File: src/rtl/icache_refill_controller_if.sv
// Bundles the fetch, array and instruction-memory signals of the I-cache
// refill controller. The controller uses the master view; the
// fetch/array/memory side uses the slave view.
interface icache_refill_controller_if #(
   parameter int CNT_W = 16
);
   // fetch stage and cache array lookup
   logic              cpu_req;
   logic [31:0]       cpu_addr;
   logic              cache_hit;
   logic              flush;
   logic              cpu_stall;
   // instruction memory burst port
   logic              mem_req;
   logic [31:0]       mem_addr;
   logic              mem_ready;
   logic [31:0]       mem_rdata;
   // cache array update port
   logic              fill_valid;
   logic [2:0]        fill_index;
   logic [24:0]       fill_tag;
   logic [127:0]      fill_line;
   logic              inval_valid;
   logic [2:0]        inval_index;
   // status
   logic              bus_err;
   logic [CNT_W-1:0]  miss_count;

   modport master (
      input  cpu_req, cpu_addr, cache_hit, flush, mem_ready, mem_rdata,
      output cpu_stall, mem_req, mem_addr, fill_valid, fill_index, fill_tag,
             fill_line, inval_valid, inval_index, bus_err, miss_count
   );

   modport slave (
      output cpu_req, cpu_addr, cache_hit, flush, mem_ready, mem_rdata,
      input  cpu_stall, mem_req, mem_addr, fill_valid, fill_index, fill_tag,
             fill_line, inval_valid, inval_index, bus_err, miss_count
   );
endinterface

File: src/rtl/icache_refill_controller.sv
// Miss sequencer for the 8-line x 4-word direct-mapped I-cache.
// Stalls fetch on a miss, bursts the four words of the line from memory,
// writes the assembled line into the array, sequences whole-cache
// invalidation and aborts bursts that stall too long.
//
// state   | meaning
// --------+-----------------------------------------------------------
// S_IDLE  | waiting for a lookup miss or a flush request
// S_BURST | reading beats 0..3 of the missing line from memory
// S_FILL  | one-cycle write of the assembled line into the array
// S_DONE  | one cycle for the array update to become visible
// S_FLUSH | invalidating lines 0..7, one per cycle
module icache_refill_controller #(
   parameter int TIMEOUT = 255,
   parameter int CNT_W   = 16
) (
   input  logic                    clock,
   input  logic                    reset_n,
   icache_refill_controller_if.master bus
);

   localparam int WAIT_W = (TIMEOUT < 2) ? 1 : $clog2(TIMEOUT + 1);
   // the cycle in which the idle count would reach TIMEOUT
   localparam logic [WAIT_W-1:0] WAIT_LAST = WAIT_W'(TIMEOUT - 1);

   typedef enum logic [2:0] {
      S_IDLE,
      S_BURST,
      S_FILL,
      S_DONE,
      S_FLUSH
   } state_t;

   state_t             state;
   state_t             state_nxt;
   logic [31:4]        miss_line;
   logic [1:0]         beat;
   logic [WAIT_W-1:0]  wait_cnt;
   logic               flush_pend;
   logic [127:0]       buffer;
   logic [CNT_W-1:0]   miss_count;
   logic [2:0]         inval_cnt;

   logic               miss_start;
   logic               beat_acc;
   logic               burst_timeout;

   logic               mem_req;
   logic [31:0]        mem_addr;
   logic               fill_valid;
   logic               inval_valid;
   logic [2:0]         inval_index;
   logic               bus_err;

   // byte-offset bits of the fetch address play no part in a line refill
   logic               unused_addr_bits;
   assign unused_addr_bits = ^bus.cpu_addr[3:0];

   assign miss_start    = (state == S_IDLE) && (state_nxt == S_BURST);
   assign beat_acc      = (state == S_BURST) && bus.mem_ready;
   assign burst_timeout = (state == S_BURST) && !bus.mem_ready &&
                          (wait_cnt == WAIT_LAST);

   // state register
   always_ff @(posedge clock or negedge reset_n) begin
      if (!reset_n) begin
         state <= S_IDLE;
      end else begin
         state <= state_nxt;
      end
   end

   // next-state and state-decoded outputs
   always_comb begin
      state_nxt   = state;
      mem_req     = 1'b0;
      mem_addr    = 32'd0;
      fill_valid  = 1'b0;
      inval_valid = 1'b0;
      inval_index = 3'd0;
      bus_err     = 1'b0;
      case (state)
         S_IDLE: begin
            if (bus.flush || flush_pend) begin
               state_nxt = S_FLUSH;
            end else if (bus.cpu_req && !bus.cache_hit) begin
               state_nxt = S_BURST;
            end
         end
         S_BURST: begin
            mem_req  = 1'b1;
            mem_addr = {miss_line, beat, 2'b00};
            if (bus.mem_ready) begin
               if (beat == 2'd3) begin
                  state_nxt = S_FILL;
               end
            end else if (wait_cnt == WAIT_LAST) begin
               bus_err   = 1'b1;
               state_nxt = S_IDLE;
            end
         end
         S_FILL: begin
            fill_valid = 1'b1;
            state_nxt  = S_DONE;
         end
         S_DONE: begin
            state_nxt = (flush_pend || bus.flush) ? S_FLUSH : S_IDLE;
         end
         S_FLUSH: begin
            inval_valid = 1'b1;
            inval_index = inval_cnt;
            if (inval_cnt == 3'd7) begin
               state_nxt = S_IDLE;
            end
         end
         default: begin
            state_nxt = S_IDLE;
         end
      endcase
   end

   // miss capture, beat and idle-cycle counters
   always_ff @(posedge clock or negedge reset_n) begin
      if (!reset_n) begin
         miss_line <= '0;
         beat      <= 2'd0;
         wait_cnt  <= '0;
      end else if (miss_start) begin
         miss_line <= bus.cpu_addr[31:4];
         beat      <= 2'd0;
         wait_cnt  <= '0;
      end else if (beat_acc) begin
         beat      <= beat + 2'd1;
         wait_cnt  <= '0;
      end else if ((state == S_BURST) && !burst_timeout) begin
         wait_cnt  <= wait_cnt + WAIT_W'(1);
      end
   end

   // line assembly buffer; cleared on timeout so no stale beats survive
   always_ff @(posedge clock or negedge reset_n) begin
      if (!reset_n) begin
         buffer <= '0;
      end else if (beat_acc) begin
         buffer[{beat, 5'd0} +: 32] <= bus.mem_rdata;
      end else if (burst_timeout) begin
         buffer <= '0;
      end
   end

   // saturating count of refills started
   always_ff @(posedge clock or negedge reset_n) begin
      if (!reset_n) begin
         miss_count <= '0;
      end else if (miss_start && (miss_count != '1)) begin
         miss_count <= miss_count + CNT_W'(1);
      end
   end

   // flush requests during a refill are remembered until the sweep finishes
   always_ff @(posedge clock or negedge reset_n) begin
      if (!reset_n) begin
         flush_pend <= 1'b0;
      end else if ((state == S_FLUSH) && (inval_cnt == 3'd7)) begin
         flush_pend <= 1'b0;
      end else if (bus.flush && ((state == S_BURST) || (state == S_FILL) ||
                                 (state == S_DONE))) begin
         flush_pend <= 1'b1;
      end
   end

   // invalidation sweep index
   always_ff @(posedge clock or negedge reset_n) begin
      if (!reset_n) begin
         inval_cnt <= 3'd0;
      end else if (state == S_FLUSH) begin
         inval_cnt <= inval_cnt + 3'd1;
      end else begin
         inval_cnt <= 3'd0;
      end
   end

   assign bus.cpu_stall   = (state != S_IDLE) ||
                            (bus.cpu_req && !bus.cache_hit) ||
                            ((state == S_IDLE) && bus.flush);
   assign bus.mem_req     = mem_req;
   assign bus.mem_addr    = mem_addr;
   assign bus.fill_valid  = fill_valid;
   assign bus.fill_index  = miss_line[6:4];
   assign bus.fill_tag    = miss_line[31:7];
   assign bus.fill_line   = buffer;
   assign bus.inval_valid = inval_valid;
   assign bus.inval_index = inval_index;
   assign bus.bus_err     = bus_err;
   assign bus.miss_count  = miss_count;

endmodule
File: src/flat_wrapper.sv
// flat-port wrapper written by rule: the top's interface ports become plain ports
module icache_refill_controller_flat 
#(
   parameter int TIMEOUT = 255,
   parameter int CNT_W   = 16
)
  (clock, reset_n, bus_cpu_req, bus_cpu_addr, bus_cache_hit, bus_flush, bus_mem_ready, bus_mem_rdata, bus_cpu_stall, bus_mem_req, bus_mem_addr, bus_fill_valid, bus_fill_index, bus_fill_tag, bus_fill_line, bus_inval_valid, bus_inval_index, bus_bus_err, bus_miss_count);
  icache_refill_controller_if #(.CNT_W(CNT_W)) bus_i ();
  input  logic clock;
  input  logic reset_n;
  input wire logic [$bits(bus_i.cpu_req)-1:0] bus_cpu_req;
  input wire logic [$bits(bus_i.cpu_addr)-1:0] bus_cpu_addr;
  input wire logic [$bits(bus_i.cache_hit)-1:0] bus_cache_hit;
  input wire logic [$bits(bus_i.flush)-1:0] bus_flush;
  input wire logic [$bits(bus_i.mem_ready)-1:0] bus_mem_ready;
  input wire logic [$bits(bus_i.mem_rdata)-1:0] bus_mem_rdata;
  output wire logic [$bits(bus_i.cpu_stall)-1:0] bus_cpu_stall;
  output wire logic [$bits(bus_i.mem_req)-1:0] bus_mem_req;
  output wire logic [$bits(bus_i.mem_addr)-1:0] bus_mem_addr;
  output wire logic [$bits(bus_i.fill_valid)-1:0] bus_fill_valid;
  output wire logic [$bits(bus_i.fill_index)-1:0] bus_fill_index;
  output wire logic [$bits(bus_i.fill_tag)-1:0] bus_fill_tag;
  output wire logic [$bits(bus_i.fill_line)-1:0] bus_fill_line;
  output wire logic [$bits(bus_i.inval_valid)-1:0] bus_inval_valid;
  output wire logic [$bits(bus_i.inval_index)-1:0] bus_inval_index;
  output wire logic [$bits(bus_i.bus_err)-1:0] bus_bus_err;
  output wire logic [$bits(bus_i.miss_count)-1:0] bus_miss_count;
  assign bus_i.cpu_req = bus_cpu_req;
  assign bus_i.cpu_addr = bus_cpu_addr;
  assign bus_i.cache_hit = bus_cache_hit;
  assign bus_i.flush = bus_flush;
  assign bus_i.mem_ready = bus_mem_ready;
  assign bus_i.mem_rdata = bus_mem_rdata;
  assign bus_cpu_stall = bus_i.cpu_stall;
  assign bus_mem_req = bus_i.mem_req;
  assign bus_mem_addr = bus_i.mem_addr;
  assign bus_fill_valid = bus_i.fill_valid;
  assign bus_fill_index = bus_i.fill_index;
  assign bus_fill_tag = bus_i.fill_tag;
  assign bus_fill_line = bus_i.fill_line;
  assign bus_inval_valid = bus_i.inval_valid;
  assign bus_inval_index = bus_i.inval_index;
  assign bus_bus_err = bus_i.bus_err;
  assign bus_miss_count = bus_i.miss_count;
  icache_refill_controller #(.TIMEOUT(TIMEOUT), .CNT_W(CNT_W)) u_core (.clock(clock), .reset_n(reset_n), .bus(bus_i));
endmodule
File: config.mk
export PLATFORM = sky130hd
export DESIGN_NAME = icache_refill_controller_flat
export DESIGN_NICKNAME = d
export VERILOG_FILES = /design/src/rtl/icache_refill_controller_if.sv /design/src/rtl/icache_refill_controller.sv /design/src/flat_wrapper.sv
export SDC_FILE = /design/constraint.sdc
export NUM_CORES = 1
export LEC_CHECK = 0
export ABC_AREA = 1
export BUFFER_PORTS_ARGS = -buffer_cell sky130_fd_sc_hd__buf_2
export CORE_ASPECT_RATIO = 0.9
export CORE_UTILIZATION = 55
export DETAILED_ROUTE_END_ITERATION = 12
export GPL_ROUTABILITY_DRIVEN = 0
export PLACE_DENSITY = 0.85
export SLEW_MARGIN = 20
export SYNTH_ARGS = -nofsm -noshare
export SYNTH_HDL_FRONTEND = slang
export SYNTH_SLANG_ARGS = --single-unit
File: constraint.sdc
create_clock -name clock -period 4.4 [get_ports clock]
set_clock_uncertainty 0.1 [all_clocks]
set_input_delay 0.44 -clock clock [delete_from_list [all_inputs] [get_ports clock]]
set_output_delay 0.44 -clock clock [all_outputs]
set_load 0.005 [all_outputs]
==> reports/metrics.csv, run 1 <==
metric,value,unit
Max Fclk,0.3031,GHz
Mapped Cells,1079,
Synth Warn #,0,
Setup crit end kind,flop,
Die ar.,16470,µm²
"Clk Latency, worst-skew pair",0.43,ns
Via Count,8517,
final wirelength,25.53,mm
initial antenna violation count,1,
maxcap violations,0,
CTS tree,yes,
Psw,1.632,mW
Die Y,121.8,µm
Inst Count DP,1497,
CTS Buffer Depth,2,
Clock power frac,31.7,%
Most used DFF post-synth,dfrtp_1,
final setup fails,0,
row count,43,
grt ovf,0,
max-slew violation count,0,
final worst path period share,74.98,%
Post-synth ARST share,100.0,%
register area share after synthesis,53.88,%
Leak Pwr,6.447,nW
clk slew on worst S/H paths,0.07,ns
"commonest non-fill, non-tap cell in the layout",nand2_1,
effective utilization at floorplan,56.65,%
Slew @ Worst Pin,0.7928,ns
"Gates resized, CTS repair",0,
dpl ws,1.168,ns
worst hold slack,0.1113,ns
Util after Layout,69.78,%
Vias per Instance,5.559,
Initial DRC Count,812,
total clock sinks,189,
Yosys top cell by area,dfrtp_1,
Post-Syn Area,8777,µm²
Worst Hold Class,in2reg,
first-pass GRT wire length,39.55,mm
status,completed,
syn_area_per_cell,8.135,µm²
share of layout cells above drive strength 1,25.13,%
drt pass-1 iters,7,
CTS Buf Count,17,
setup_tns,0,ns
CP max FO,35,
final worst slack,1.101,ns
die width,135.2,µm
Final nets,1395,
largest net degree at the start of global routing,130,
Root Driver,clkbuf_16,
Flop pwr share,45.0,%
vias in the first global route,7530,
average wire per standard cell,16.67,µm
Seq cells post-synth,189,
Comb pwr share,23.2,%
# DRC,0,
RSZ-0062 raised after global routing,no,
synth top area cells,"dfrtp_1, nand2_1, nand3_1, nand4_1, inv_1",
Post-synth EDFFs,0,
fin crit period,3.299,ns
Routed Antenna Nets,0,
worst rel slew slack,46.95,%
Sw Share,34.76,%
port bufs,275,
CP Data Required Time,4.66,ns
Peak VDD IR,0.0003284,V
Non-Filler Instances,1532,
CP Data Arrival Time,3.56,ns
Core Footprint,15490,µm²
startpoint types,flop,
cell internal pwr,3.063,mW
Unique masters post-synth,25,
GRT Total Usage,31.16,%
# IOs,282,
post-DP HPWL,17.49,mm
P per Cell Area,434.3,nW/µm²
Crit Path Category,reg2reg,
highest-count cells in the layout ignoring fill and taps,"nand2_1, buf_2, dfrtp_1",
Layout Area Growth over Synthesis,23.18,%
final hold viol count,0,
H-tree depth,4,
post-synth top area share,53.88,%
flip-flops by register name, summed over array words and instances, names as in the netlist:
| signal | flops |
|---|---|
| u_core.inval_cnt | 3 |
| u_core.bus.miss_count | 16 |
| u_core.state | 3 |
| u_core.miss_line | 28 |
| u_core.wait_cnt | 8 |
| u_core.bus.fill_line | 128 |
| u_core.beat | 2 |
| u_core.flush_pend | 1 |
what timing repair did:
action,CTS,global route
buffers inserted,0,0
endpoints found under the hold margin,0,29
hold buffers,0,1
critical path: stages (launching register included):
cell and delay, ns:
dfrtp_1 0.72, inv_2 0.07, ha_1 0.67, inv_2 0.45
nor2_2 0.18, buf_4 0.36, inv_2 0.08, nor2_4 0.34
nand2_1 0.12, nand2_1 0.13
logic make-up (layout without fill, tap and decap cells):
| family | count (synthesis) | after routing | share of synthesized area [%] |
|---|---|---|---|
| fa+ha+maj | 9 | 9 | 1.283 |
| compound gates | 44 | 44 | 2.552 |
| simple gates | 655 | 655 | 33.34 |
| flops | 189 | 189 | 53.88 |
| buf+inv | 170 | 419 | 7.798 |
| other cells | 1 | 3 | 0.04272 |
| xor+xnor | 11 | 11 | 1.098 |
Yosys cell counts (2+ instances only):
cell type / number
nand2_1: 299
dfrtp_1: 189
nand3_1: 186
inv_1: 93
nor2_1: 84
nand4_1: 73
o21ai_0: 42
buf_2: 31
clkbuf_1: 29
ha_1: 9
buf_1: 7
inv_2: 7
xnor2_1: 7
xor2_1: 4
nand2_2: 3
nor2_2: 3
nor2_4: 3
buf_4: 2
nand3b_1: 2
through the flow:
| step | instance area (µm²) | total power [mW] |
|---|---|---|
| global route | 10810 | 4.940 |
| finish | 10810 | 4.695 |
| global placement | 10200 | 3.191 |
| floorplan | 8781 | 2.753 |
| CTS | 10770 | 4.700 |
| detailed placement | 10200 | 3.223 |
power by group through the flow:
stage / Clock (mW) / Sequential [mW] / Combinational [mW]
5_1_grt: 1.57 / 2.14 / 1.23
6_report: 1.49 / 2.11 / 1.09
3_3_place_gp: 0 / 2.14 / 1.05
3_5_place_dp: 0 / 2.15 / 1.08
4_1_cts: 1.51 / 2.11 / 1.08
2_1_floorplan: 0 / 2.14 / 0.613
path summary, 6_finish.rpt:
kind | startpoint | end | slack [ns] | cells past startpoint
worst max-delay path | u_core.beat[0] | u_core.bus.fill_line[52] | 1.10 | 9
worst min register to register | u_core.inval_cnt[0] | u_core.inval_cnt[0] | 0.38 | 1
min in group asynchronous | reset_n | u_core.bus.fill_line[90] | 0.36 | 2
worst max register to register | u_core.beat[0] | u_core.bus.fill_line[52] | 1.10 | 9
max in group asynchronous | reset_n | u_core.miss_line[17] | 3.05 | 3
worst min-delay path | bus_cpu_addr[25] | u_core.miss_line[25] | 0.11 | 3
layer usage:
layer	part of all wire, %	global-route usage [%]	up-vias
met5	0	0	-
met4	3.1	11.17	0
met3	9.6	7.990	50
met2	45	45.83	473
met1	42	44.64	4020
li1	-	-	3974
final cells by class:
| class | count | area, µm² |
|---|---|---|
| Clock inverter | 15 | 147.6 |
| Multi-Input combinational cell | 721 | 3372 |
| Timing Repair Buffer | 286 | 1503 |
| Fill cell | 1237 | 4683 |
| Antenna cell | 1 | 2.502 |
| Inverter | 101 | 379.1 |
| Tap cell | 202 | 252.7 |
| Sequential cell | 189 | 4730 |
| Clock buffer | 17 | 425.4 |
No activity file was read; power rests on OpenSTA's default activity.
==> inputs of run 2 (changes only) <==
- ABC_AREA: 1 -> 0
- CORE_UTILIZATION: 55 -> 45
- PLACE_DENSITY: 0.85 -> 0.77
- clock period: 4.4 -> 2.9 ns (I/O delays scaled with it)
==> reports/metrics.csv, run 2 <==
metric,value,unit,change
status,completed,,
Comb pwr share,16.7,%,-6.5 points
H-tree depth,4,,unchanged
"Clk Latency, worst-skew pair",0.43,ns,about the same
average wire per standard cell,18.62,µm,+12%
first-pass GRT wire length,34.19,mm,-14%
drt pass-1 iters,5,,-2
final hold viol count,0,,unchanged
die width,139.5,µm,+3.2%
Layout Area Growth over Synthesis,32.45,%,
Yosys top cell by area,dfrtp_1,,
met3 Use GR,5.551,%,-2.4 points
Flop pwr share,48.8,%,+3.8 points
port bufs,275,,unchanged
Root Driver,clkbuf_16,,
Vias per Instance,5.536,,-0.42%
Die Y,125.8,µm,+3.2%
vias in the first global route,6161,,-18%
startpoint types,flop,,
busiest grt layer,met2,,
Leak Pwr,5.605,nW,-13%
cell internal pwr,4.797,mW,+57%
Routed Antenna Nets,0,,unchanged
Post-synth EDFFs,0,,unchanged
fill count,1303,,+5.3%
Mapped Cells,626,,-42%
Post-synth ARST share,100.0,%,unchanged
Clock power frac,34.5,%,+2.8 points
diode count,0,,-1
Die ar.,17540,µm²,+6.5%
Unique masters post-synth,47,,+88%
DP Area,9249,µm²,-9.3%
CTS Buf Count,17,,unchanged
# DRC,0,,unchanged
Most used DFF post-synth,dfrtp_1,,
syn_area_per_cell,12.23,µm²,+50%
Commonest cells post-synth,"dfrtp_1, a22o_1, nand2_1",,
fin crit period,2.422,ns,
maxcap violations,0,,unchanged
setup_tns,0,ns,unchanged
Global Route met1 Usage,34.02,%,-11 points
post-DP HPWL,13.95,mm,-20%
CP Data Required Time,2.51,ns,-2.15 ns
CTS Buffer Depth,2,,unchanged
share of layout cells above drive strength 1,35.79,%,+11 points
synth top area cells,"dfrtp_1, a22o_1, nand2_1, and2_1, xnor2_1",,
GRT Total Usage,25.04,%,-6.1 points
Inst Count DP,1082,,-28%
effective utilization at floorplan,46.67,%,-10 points
Setup crit end kind,output port,,
final wirelength,21.29,mm,-17%
Via Count,6328,,-26%
register area share after synthesis,61.76,%,+7.9 points
final setup fails,0,,unchanged
Slew @ Worst Pin,0.5917,ns,-0.2011 ns
Initial DRC Count,333,,-59%
Non-Filler Instances,1143,,-25%
Core Footprint,16410,µm²,+5.9%
worst rel slew slack,60.41,%,+13 points
max reg flops,128,,unchanged
largest net degree at the start of global routing,67,,-48%
final worst path period share,83.50,%,
CP max FO,6,,-83%
most common cell in the netlist,dfrtp_1,,
met2 GRT Util,40.59,%,-5.2 points
Synth Warn #,0,,unchanged
Seq cells post-synth,189,,unchanged
"commonest non-fill, non-tap cell in the layout",buf_2,,
post-synth top area share,61.76,%,+7.9 points
Sw Share,29.30,%,-5.5 points
P per Cell Area,669.0,nW/µm²,+54%
Psw,1.988,mW,+22%
Crit Path Category,reg2out,,
# IOs,282,,unchanged
Final nets,1002,,-28%
Max Fclk,0.4129,GHz,
initial antenna violation count,0,,-1
Worst Hold Class,in2reg,,
total clock sinks,189,,unchanged
final instance area,10140,µm²,-6.2%
"Gates resized, CTS repair",0,,unchanged
max-slew violation count,0,,unchanged
clk slew on worst S/H paths,0.07,ns,about the same
RSZ-0062 raised after global routing,no,,
grt ovf,0,,unchanged
Peak VDD IR,0.0004521,V,+38%
Post-Syn Area,7657,µm²,-13%
row count,44,,+2.3%
CP Data Arrival Time,2.03,ns,-1.53 ns
highest-count cells in the layout ignoring fill and taps,"buf_2, dfrtp_1, a22o_1",,
CTS tree,yes,,
==> run 2: cell count changes after synthesis, sizes merged, moves of 8 or more <==
cell	delta
clkbuf	-15
o21ai	-33
nand3	-178
nor2	-80
nand2	-204
inv	-91
and2	+37
xnor2	+8
and3	+10
nand4	-66
a22o	+131
buf	-12
==> run 2: kinds of logic (layout without fill, tap and decap cells) <==
| family | after synthesis | after routing | synth area share (%) |
|---|---|---|---|
| mux | 1 | 1 | 0.1470 |
| other cells | 1 | 2 | 0.04897 |
| compound gates | 163 | 163 | 17.97 |
| fa+ha+maj | 9 | 9 | 1.471 |
| xor+xnor | 18 | 18 | 2.059 |
| buf+inv | 51 | 360 | 3.121 |
| flops | 189 | 189 | 61.76 |
| simple gates | 194 | 194 | 13.41 |
==> run 2: area by class of cell <==
cell class / instances / area (µm²) / area share, %
Sequential cell: 189 / 4730 / 46.63
Multi-Input combinational cell: 387 / 2719 / 26.81
Timing Repair Buffer: 319 / 1798 / 17.73
Clock buffer: 18 / 429.2 / 4.231
Tap cell: 207 / 259.0 / 2.554
Clock inverter: 14 / 173.9 / 1.715
Inverter: 9 / 33.78 / 0.3331
==> run 2: per-layer routing <==
layer  up-vias  share of wire (%)
met1      3156                 45
met2       303                 47
li1       2851                  -
met3        18                6.6
met4         0                1.1
met5         -                  0
==> run 2: final timing paths <==
check | from | to | slack [ns] | depth (start not counted)
max | u_core.wait_cnt[0] | bus_bus_err | 0.48 | 6
min | bus_mem_rdata[10] | u_core.bus.fill_line[74] | 0.03 | 2
max reg2reg | u_core.beat[0] | u_core.bus.fill_line[68] | 0.59 | 7
min reg2reg | u_core.inval_cnt[0] | u_core.inval_cnt[0] | 0.39 | 1
max in group asynchronous | reset_n | u_core.bus.fill_line[21] | 1.55 | 3
min in group asynchronous | reset_n | u_core.bus.fill_line[111] | 0.30 | 2
==> run 2: worst max-delay path: stages, from the launching register on <==
cell and delay, ns:
dfrtp_1 0.43, inv_1 0.08, ha_1 0.14, nand4b_1 0.14, nor2_1 0.49, and2_1 0.22, buf_2 0.11
==> run 2: timing repair <==
item | CTS | global route
hold endpoints to repair | 86 | 0
hold buffers | 29 | 0
setup buffers | 0 | 0
==> run 2: power by group through the flow <==
stage | logic, mW | clock network [mW] | registers (mW)
after floorplan | 0.508 | 0 | 3.30
after global placement | 1.07 | 0 | 3.34
after detailed placement | 1.11 | 0 | 3.34
after CTS | 1.13 | 2.38 | 3.31
after global routing | 1.27 | 2.50 | 3.37
final | 1.13 | 2.34 | 3.31
==> run 2: per-stage QoR <==
| stage | total power, mW | worst slack [ns] | utilization (%) | hold WS (ns) |
|---|---|---|---|---|
| after floorplan | 3.808 | 0.9607 | - | -0.1056 |
| after detailed placement | 4.450 | 0.6291 | 56.38 | 0.2104 |
| final | 6.785 | 0.4784 | 61.82 | 0.03195 |
| after global routing | 7.131 | 0.2957 | 61.82 | 0.01963 |
| after CTS | 6.825 | 0.4380 | 61.82 | 0.01069 |
| after global placement | 4.410 | 0.6858 | 56.38 | 0.2050 |
==> inputs of run 3 (changes only) <==
- CORE_UTILIZATION: 45 -> 49
- PLACE_DENSITY: 0.77 -> 0.79
- clock period: 2.9 -> 2.25 ns (I/O delays scaled with it)
==> reports/metrics.csv, run 3 (same netlist as run 2, synthesis figures left out) <==
metric,value,unit,change
CTS Buf Count,17,,unchanged
final instance area,10660,µm²,+5.1%
Root Driver,clkbuf_16,,
FF-to-FF End,u_core.bus.miss_count[13],,
Layout Area Growth over Synthesis,39.23,%,
delay of the slowest critical-path stage,0.44,ns,-0.05 ns
Final nets,1053,,+5.1%
effective utilization at floorplan,51.13,%,+4.5 points
first-pass GRT wire length,35.38,mm,+3.5%
RSZ-0062 raised after global routing,no,,
Worst path slowest cell,dfrtp_2,,
Max Fclk,0.4709,GHz,
CTS tree,yes,,
final setup fails,0,,unchanged
max-slew violation count,0,,unchanged
CTS Buffer Depth,2,,unchanged
# IOs,282,,unchanged
H-tree depth,4,,unchanged
total clock sinks,189,,unchanged
R2R cell count,4,,-3
status,completed,,
CP Data Arrival Time,1.80,ns,-0.23 ns
Core Footprint,14980,µm²,-8.7%
Vias per Instance,5.620,,+1.5%
share of layout cells above drive strength 1,35.97,%,+0.18 points
port bufs,275,,unchanged
worst r2r src,u_core.flush_pend,,
Via Count,6660,,+5.2%
"commonest non-fill, non-tap cell in the layout",buf_2,,
final worst path period share,94.37,%,
row count,42,,-4.5%
Die Y,120.6,µm,-4.1%
dpl ws,0.2236,ns,-0.4055 ns
max reg flops,128,,unchanged
diode count,0,,unchanged
Peak VDD IR,0.0006926,V,+53%
Worst Hold Class,in2reg,,
P per Cell Area,820.1,nW/µm²,+23%
final worst slack,0.1266,ns,-0.3518 ns
Setup crit end kind,output port,,
Slew @ Worst Pin,0.6540,ns,+0.06233 ns
CP top delay family,simple AND/OR/NAND/NOR gates,,
Buf/Inv on CP,3,,+1
clk slew on worst S/H paths,0.07,ns,about the same
worst rel slew slack,56.40,%,-4.0 points
startpoint types,flop,,
Initial DRC Count,498,,+50%
CP cell instances,inv_1 > ha_1 > nand4b_1 > nor2_4 > buf_4 > and2_1 > buf_2,,
final wirelength,22.49,mm,+5.7%
fin crit period,2.123,ns,
largest net degree at the start of global routing,68,,+1.5%
FF+latch area,4731,µm²,about the same
CP max FO,6,,unchanged
setup_tns,0,ns,unchanged
multi-input combinational cell area,2726,µm²,+0.28%
die width,133.8,µm,-4.1%
highest-count cells in the layout ignoring fill and taps,"buf_2, dfrtp_1, a22o_1",,
DP Area,9438,µm²,+2.0%
Leak Pwr,5.851,nW,+4.4%
# DRC,0,,unchanged
drt pass-1 iters,5,,unchanged
maxcap violations,0,,unchanged
vias in the first global route,6519,,+5.8%
R2R setup slack,0.20,ns,-0.39 ns
hold path startpoint,bus_mem_ready,,
grt ovf,0,,unchanged
Die ar.,16130,µm²,-8.0%
Crit Path Category,reg2out,,
Routed Antenna Nets,0,,unchanged
CP Data Required Time,1.92,ns,-0.59 ns
fill count,1035,,-21%
GRT Total Usage,28.68,%,+3.6 points
hold depth,3,,+1
"Clk Latency, worst-skew pair",0.43,ns,about the same
initial antenna violation count,1,,+1
post-DP HPWL,14.47,mm,+3.7%
WHS Endpoint,u_core.beat[1],,
average wire per standard cell,18.98,µm,+1.9%
final hold viol count,0,,unchanged
-- run 3: repair_timing --
item,in CTS,in global routing
gates cloned,0,0
gates resized for setup,3,1
endpoints found under the setup margin,29,1
hold endpoints to repair,213,0
hold buffers,62,0
buffers inserted,2,1
pin swaps,1,1
-- run 3: metal layers --
layer	track usage, %	up-vias	share of wire [%]	wire [µm]
met5	0	-	0	0
met4	10.09	0	1.8	416
met3	8.428	35	8.0	1792
met2	47.15	336	49	10960
met1	36.11	3329	41	9326
li1	-	2960	-	-
-- run 3: how the worst max path moves through the flow --
stage                       start                  endpoint  slack, ns  cells after the start
2_1_floorplan      u_core.beat[0]  u_core.bus.fill_line[32]       0.31                      7
3_3_place_gp   u_core.wait_cnt[0]        u_core.wait_cnt[1]       0.27                      7
3_5_place_dp   u_core.wait_cnt[0]        u_core.wait_cnt[1]       0.22                      7
4_1_cts        u_core.wait_cnt[0]               bus_bus_err       0.05                      7
5_1_grt        u_core.wait_cnt[0]               bus_bus_err      0.004                      7
6_report       u_core.wait_cnt[0]               bus_bus_err       0.13                      7
-- run 3: where the power goes --
group / total, mW / internal (mW) / switching, mW
sequential: 4.24 / 3.86 / 0.377
combinational: 1.57 / 0.795 / 0.778
clock: 2.93 / 1.58 / 1.35
-- run 3: worst reg2reg max path: cells and delay by family, from the launching register on --
family | cells | cell delay (ns)
XOR/XNOR | 1 | 0.16
flip-flops | 1 | 0.44
AND/OR/NAND/NOR | 3 | 1.25
-- run 3: layout make-up --
type,count,share of cell area [%]
Multi-Input combinational cell,387,25.57
Clock inverter,13,1.174
Inverter,9,0.3169
Clock buffer,19,4.154
Sequential cell,189,44.37
Timing Repair Buffer,370,22.09
Tap cell,198,2.324
-- run 3: stage by stage --
step	total power, mW	std cells	utilization, %	hold WS [ns]
finish	8.743	1185	71.19	0.02577
global route	9.187	1185	71.19	0.04710
CTS	8.767	1184	71.13	0.003634
detailed placement	5.757	1088	63.02	0.1646
global placement	5.688	1088	63.02	0.1629
floorplan	4.908	627	-	-0.1706
